## src/rtl/pipe_stage_skid_if.sv

```systemverilog
// Stream handshake bundle between an upstream producer, the skid stage and a downstream consumer.
// Latency: none, wires only.
// Backpressure: carries in_ready (stage to producer) and out_ready (consumer to stage).
// Signals:
//   in_valid/in_data/in_ready    - upstream payload handshake
//   out_valid/out_data/out_ready - downstream payload handshake
// Modports:
//   slave  - the pipeline stage (takes in_*, drives out_*)
//   master - the surrounding environment (drives in_*, takes out_*)
interface pipe_stage_skid_if #(
  parameter int DATA_W = 96
);
  logic              in_valid;
  logic [DATA_W-1:0] in_data;
  logic              in_ready;
  logic              out_valid;
  logic [DATA_W-1:0] out_data;
  logic              out_ready;

  modport slave (
    input  in_valid, in_data, out_ready,
    output in_ready, out_valid, out_data
  );

  modport master (
    output in_valid, in_data, out_ready,
    input  in_ready, out_valid, out_data
  );
endinterface

```

## src/rtl/pipe_stage_skid.sv

```systemverilog
// Two-entry skid pipeline stage (main + skid registers) with flush and a saturating stall counter.
// Latency: 1 cycle from input transfer to out_valid; sustains 1 payload/cycle with out_ready high.
// Backpressure: in_ready is registered (no path from out_ready); the skid entry absorbs the in-flight payload.
// Ports:
//   clk, reset  - clock, synchronous active-high reset (overrides everything)
//   bus         - slave side of the stream bundle (in_valid/in_data/in_ready, out_valid/out_data/out_ready)
//   flush       - discard both held payloads, clear main/skid to 0
//   occupancy   - number of held entries, 0..2
//   stall_cnt   - saturating count of cycles with out_valid && !out_ready
module pipe_stage_skid #(
  parameter int DATA_W = 96,
  parameter int CNT_W  = 16
) (
  input  logic                clk,
  input  logic                reset,
  pipe_stage_skid_if.slave    bus,
  input  logic                flush,
  output logic [1:0]          occupancy,
  output logic [CNT_W-1:0]    stall_cnt
);

  // State bits double as the entry valid bits: bit0 = main valid, bit1 = skid valid.
  localparam logic [1:0] S_EMPTY = 2'b00;
  localparam logic [1:0] S_ONE   = 2'b01;
  localparam logic [1:0] S_FULL  = 2'b11;

  logic [1:0]        r_state;
  logic [DATA_W-1:0] r_main;
  logic [DATA_W-1:0] r_skid;
  logic              r_in_rdy;
  logic [CNT_W-1:0]  r_stall_cnt;

  logic [1:0]        w_state_nxt;
  logic [DATA_W-1:0] w_main_nxt;
  logic [DATA_W-1:0] w_skid_nxt;
  logic              w_out_vld;
  logic              w_in_xfer;
  logic              w_out_xfer;
  logic              w_stall;

  assign w_out_vld  = (r_state != S_EMPTY);
  assign w_in_xfer  = bus.in_valid && r_in_rdy;
  assign w_out_xfer = w_out_vld && bus.out_ready;
  assign w_stall    = w_out_vld && !bus.out_ready;

  always_comb begin
    w_state_nxt = r_state;
    w_main_nxt  = r_main;
    w_skid_nxt  = r_skid;
    case (r_state)
      S_EMPTY: begin
        if (w_in_xfer) begin
          w_state_nxt = S_ONE;
          w_main_nxt  = bus.in_data;
        end
      end
      S_ONE: begin
        if (w_in_xfer && w_out_xfer) begin
          w_main_nxt = bus.in_data;
        end else if (w_in_xfer) begin
          w_state_nxt = S_FULL;
          w_skid_nxt  = bus.in_data;
        end else if (w_out_xfer) begin
          // main keeps the consumed value so out_data holds it while empty
          w_state_nxt = S_EMPTY;
        end
      end
      S_FULL: begin
        // in_ready is low here, so only the drain move is possible
        if (w_out_xfer) begin
          w_state_nxt = S_ONE;
          w_main_nxt  = r_skid;
        end
      end
      default: begin
        w_state_nxt = S_EMPTY;
      end
    endcase
    if (flush) begin
      w_state_nxt = S_EMPTY;
      w_main_nxt  = '0;
      w_skid_nxt  = '0;
    end
  end

  always_ff @(posedge clk) begin
    if (reset) begin
      r_state     <= S_EMPTY;
      r_main      <= '0;
      r_skid      <= '0;
      r_in_rdy    <= 1'b1;
      r_stall_cnt <= '0;
    end else begin
      r_state  <= w_state_nxt;
      r_main   <= w_main_nxt;
      r_skid   <= w_skid_nxt;
      // registered ready: look ahead at the next state instead of out_ready
      r_in_rdy <= (w_state_nxt != S_FULL);
      if (w_stall && (r_stall_cnt != '1)) begin
        r_stall_cnt <= r_stall_cnt + 1'b1;
      end
    end
  end

  assign bus.in_ready  = r_in_rdy;
  assign bus.out_valid = w_out_vld;
  assign bus.out_data  = r_main;
  assign occupancy     = {r_state[1], r_state[0] & ~r_state[1]};
  assign stall_cnt     = r_stall_cnt;

endmodule
```

## src/flat_wrapper.sv

```systemverilog
// flat-port wrapper written by rule: the top's interface ports become plain ports
module pipe_stage_skid_flat 
#(
  parameter int DATA_W = 96,
  parameter int CNT_W  = 16
)
  (clk, reset, flush, occupancy, stall_cnt, bus_in_valid, bus_in_data, bus_out_ready, bus_in_ready, bus_out_valid, bus_out_data);
  pipe_stage_skid_if #(.DATA_W(DATA_W)) bus_i ();
  input  logic clk;
  input  logic reset;
  input  logic flush;
  output logic [1:0] occupancy;
  output logic [CNT_W-1:0] stall_cnt;
  input wire logic [$bits(bus_i.in_valid)-1:0] bus_in_valid;
  input wire logic [$bits(bus_i.in_data)-1:0] bus_in_data;
  input wire logic [$bits(bus_i.out_ready)-1:0] bus_out_ready;
  output wire logic [$bits(bus_i.in_ready)-1:0] bus_in_ready;
  output wire logic [$bits(bus_i.out_valid)-1:0] bus_out_valid;
  output wire logic [$bits(bus_i.out_data)-1:0] bus_out_data;
  assign bus_i.in_valid = bus_in_valid;
  assign bus_i.in_data = bus_in_data;
  assign bus_i.out_ready = bus_out_ready;
  assign bus_in_ready = bus_i.in_ready;
  assign bus_out_valid = bus_i.out_valid;
  assign bus_out_data = bus_i.out_data;
  pipe_stage_skid #(.DATA_W(DATA_W), .CNT_W(CNT_W)) u_core (.clk(clk), .reset(reset), .bus(bus_i), .flush(flush), .occupancy(occupancy), .stall_cnt(stall_cnt));
endmodule
```

## config.mk

```make
export PLATFORM = sky130hd
export DESIGN_NAME = pipe_stage_skid_flat
export DESIGN_NICKNAME = d
export VERILOG_FILES = /design/src/rtl/pipe_stage_skid_if.sv /design/src/rtl/pipe_stage_skid.sv /design/src/flat_wrapper.sv
export SDC_FILE = /design/constraint.sdc
export NUM_CORES = 1
export LEC_CHECK = 0
export CAP_MARGIN = 20
export CORE_MARGIN = 2
export CORE_UTILIZATION = 40
export DETAILED_ROUTE_END_ITERATION = 10
export GPL_TIMING_DRIVEN = 0
export PLACE_DENSITY = 0.75
export SYNTH_ARGS = -nofsm -noshare
export SYNTH_HDL_FRONTEND = slang
export SYNTH_SLANG_ARGS = --single-unit
```

## constraint.sdc

```tcl
create_clock -name clk -period 3.5 [get_ports clk]
set_input_delay 1.05 -clock clk [delete_from_list [all_inputs] [get_ports clk]]
set_output_delay 1.05 -clock clk [all_outputs]
set_load 0.01 [all_outputs]
```

==> results.py <==
metrics = {
    "status": {
        "status": "finished clean",
    },
    "worst_setup_path": {
        "rr_startpoint": "u_core.r_state[0]",
        "worst_path_largest_cell_delay_ns": 0.54,
        "worstPathArrival_ns": 2.27,
        "worst-path-max-fanout": 19,
        "critical-path-slowest-cell": "clkdlybuf4s50_1",
        "element_type_at_the_critical_path_start": "register",
        "critical_path_class": "register to primary output",
        "reg2reg_slack_ns": 1.35,
        "r2r_end": "u_core.bus.out_data[56]",
        "timing.critical_path.max_delay_family": "buffers and inverters",
        "critical_path_required_ns": 2.45,
        "chain_of_cells_forming_the_critical_path": "buf_2, clkbuf_4, nor2b_1, clkdlybuf4s50_1",
        "worstSetupPathDepth": 4,
        "path_buf_inv": 3,
        "worst-r2r-cell-count": 6,
        "end_kind": "primary output",
    },
    "pwr": {
        "power.ir.vdd_worst_mv": 0.283,
        "leakagePower_nw": 4.11,
        "pwr_density_cell_nw_per_um2": 466,
    },
    "clocking": {
        "path_clk_slew_ns": 0.06,
        "cts_tree": "done",
        "cts.sinks": 211,
        "clock-root-buffer": "clkbuf_16",
        "cts_inserted_buffers": 23,
        "worst_skew_pair.late_latency_ns": 0.50,
        "setup_fix_bufs_post_cts": 0,
        "cts_hold_repair.buffers": 0,
        "cts_max_path_buffers": 3,
        "ctsHtreeMaxLevel": 1,
    },
    "synthesis": {
        "syn_inst": 1077,
        "ys_seq_elements": 211,
        "synth-warning-count": 0,
        "synth_sequential_area_ratio": 0.498,
        "netlist_area_um2": 8490,
        "synth_cell_types": 34,
        "syn_area_per_cell_um2": 7.88,
        "synth_fp_nets": 1179,
    },
    "die": {
        "fp.dieW_um": 150,
        "rows": 53,
        "die-area_um2": 22400,
        "top_level_ports": 217,
        "die_height_um": 150,
        "floorplan.initialDensity": 0.406,
        "core_um2": 20900,
    },
    "worst_hold_path": {
        "worst_hold_path_stage_count": 2,
        "worst_hold_path.endpoint": "u_core.r_skid[14]",
        "hold_path.startpoint": "u_core.r_skid[14]",
        "hold_path.class": "register to register",
    },
    "finish": {
        "post_route_cells_drive_above_1_share": 0.0548,
        "num-nets-final": 1418,
        "finalNonFillerCells": 1606,
        "areaGrowthSynthToFinish_pct": 38.4,
        "insertedDiodeCount": 0,
        "layout.cells.most_common": "nand2_1",
        "commonest_cells_after_routing_fill_and_taps_aside": "295 x nand2_1, 216 x clkdlybuf4s50_1, 211 x dfxtp_1",
    },
    "global_routing": {
        "grt_first_pass_wirelength_um": 40900,
        "globalRouteOverflowTotal": 0,
        "grt_start_max_net_pins": 20,
        "grt_antenna_before_repair": 0,
        "global_route.usage.total": 0.225,
        "grt_pass1_vias": 7921,
    },
    "sta": {
        "unrepaired_setup_endpoints_after_global_routing": "no",
        "final.period_utilization": 0.950,
        "clock_skew_ns": 0.0109,
        "setup_viol_count_final": 0,
        "clock.fmax_mhz": 301,
        "final-hold-violation-count": 0,
        "fin_tns_setup_ns": 0,
        "max-slew-margin-rel": 0.507,
        "layout_setup_ws_ns": 0.175,
        "worst_tran_pin_value_ns": 0.739,
        "finalWorstPathRequiredPeriod_ns": 3.32,
        "slew_viol_final": 0,
    },
    "placed_design": {
        "preCtsSetupSlack_ns": 0.202,
        "placedCellCount": 1568,
        "i_o_buffers": 216,
        "detailed_place_hpwl_um": 18500,
        "finalWeightedCongestion": 0.812,
    },
    "route": {
        "pre_repair_dr_iteration_count": 7,
        "drt-initial-drc-count": 364,
        "detail_route.wirelength_um": 26100,
        "dr_total_vias": 8489,
        "drt-vias-per-instance": 5.29,
        "drt_drc_violations_left": 0,
        "postRouteAntennaNets": 0,
        "wire_per_inst_um": 16.2,
    },
    "run": {
        "maxCapViolations": 0,
    },
}
metal layers:
layer | track usage | vias to the layer above | wire length (µm)
met5 | 0 | - | 0
met4 | 0.0656 | 0 | 656
met3 | 0.0473 | 47 | 1890
met2 | 0.384 | 280 | 12500
met1 | 0.289 | 3932 | 11000
li1 | - | 4230 | -
power by group:
| part | internal, mW | switching [mW] | leakage, nW | total (mW) |
|---|---|---|---|---|
| combinational | 0.262 | 0.281 | 2.03 | 0.542 |
| clock | 1.48 | 0.955 | 0.373 | 2.43 |
| sequential | 2.46 | 0.0329 | 1.71 | 2.49 |
| total | 4.20 | 1.27 | 4.11 | 5.47 |
synthesized netlist by cell type:
master / count / area, µm²
a21oi_1: 110 / 551
a311oi_1: 97 / 850
and3_1: 1 / 6.26
and4_1: 1 / 8.76
buf_1: 7 / 26.3
buf_2: 27 / 135
buf_4: 2 / 15.0
clkbuf_1: 66 / 248
dfxtp_1: 211 / 4220
ha_1: 1 / 12.5
inv_1: 1 / 3.75
mux2_1: 2 / 22.5
mux2_2: 1 / 11.3
mux2i_1: 1 / 10.0
nand2_1: 295 / 1110
nand2b_1: 4 / 25.0
nand3_1: 101 / 505
nand4_1: 4 / 25.0
nand4_2: 1 / 12.5
nand4bb_2: 1 / 16.3
nor2_1: 101 / 379
nor2b_1: 7 / 43.8
nor3_1: 3 / 15.0
nor3_2: 1 / 10.0
nor4_1: 1 / 6.26
nor4_4: 1 / 21.3
nor4b_1: 1 / 8.76
o211ai_1: 1 / 7.51
o21ai_0: 5 / 25.0
o21ba_2: 1 / 10.0
o31ai_1: 6 / 45.0
or2_2: 3 / 18.8
or3_1: 8 / 50.1
or4_1: 4 / 30.0
what timing repair did:
| action | in CTS | in global routing |
|---|---|---|
| pin swaps | 0 | 0 |
| gates cloned | 0 | 0 |
| endpoints found under the setup margin | 2 | 2 |
| gates resized for setup | 0 | 1 |
kinds of logic (layout without fill, tap and decap cells):
kind of cell | count (synthesis) | count (layout) | share of synthesized area
and+or+nand+nor | 538 | 538 | 0.270
buffers and inverters | 103 | 357 | 0.0504
adders and majority gates | 1 | 1 | 0.00147
AOI/OAI and AO/OA | 220 | 220 | 0.175
DFF | 211 | 211 | 0.498
muxes | 4 | 4 | 0.00516
state kept, by name, indices dropped and copies added (netlist names):
| register | flops |
|---|---|
| u_core.bus.in_ready | 1 |
| u_core.bus.out_data | 96 |
| u_core.r_skid | 96 |
| u_core.r_state | 2 |
| u_core.stall_cnt | 16 |
worst max path at each step:
stage,from,endpoint
6_report,u_core.r_state[0],occupancy[0]
5_1_grt,u_core.r_state[0],occupancy[0]
4_1_cts,u_core.r_state[0],occupancy[0]
3_5_place_dp,u_core.r_state[1],bus_out_valid
3_3_place_gp,u_core.r_state[1],bus_out_valid
2_1_floorplan,bus_out_ready,u_core.stall_cnt[14]
layout make-up:
cell class	count	area, µm²
Buffer	100	419
Timing Repair Buffer	216	2160
Fill cell	1962	9140
Sequential cell	211	4220
Clock inverter	6	82.6
Tap cell	275	344
Multi-Input combinational cell	763	3830
Clock buffer	34	677
Inverter	1	3.75
stage by stage:
stage	cell area, µm²	hold WS, ns	util	power (mW)
6_report	11700	0.455	0.562	5.47
3_5_place_dp	11000	0.447	0.526	3.09
2_1_floorplan	8490	0.437	-	2.77
4_1_cts	11700	0.455	0.562	5.50
5_1_grt	11700	0.470	0.562	5.66
3_3_place_gp	11000	0.441	0.526	3.08
worst reg2reg max path: cells and delay by family (launching register included):
kind / cells / cell delay [ns]
flip-flops: 1 / 0.34
AO/OA/AOI/OAI: 1 / 0.27
buffers and inverters: 3 / 0.99
AND/OR/NAND/NOR: 2 / 0.46
Power figures use the tool's default switching activity.
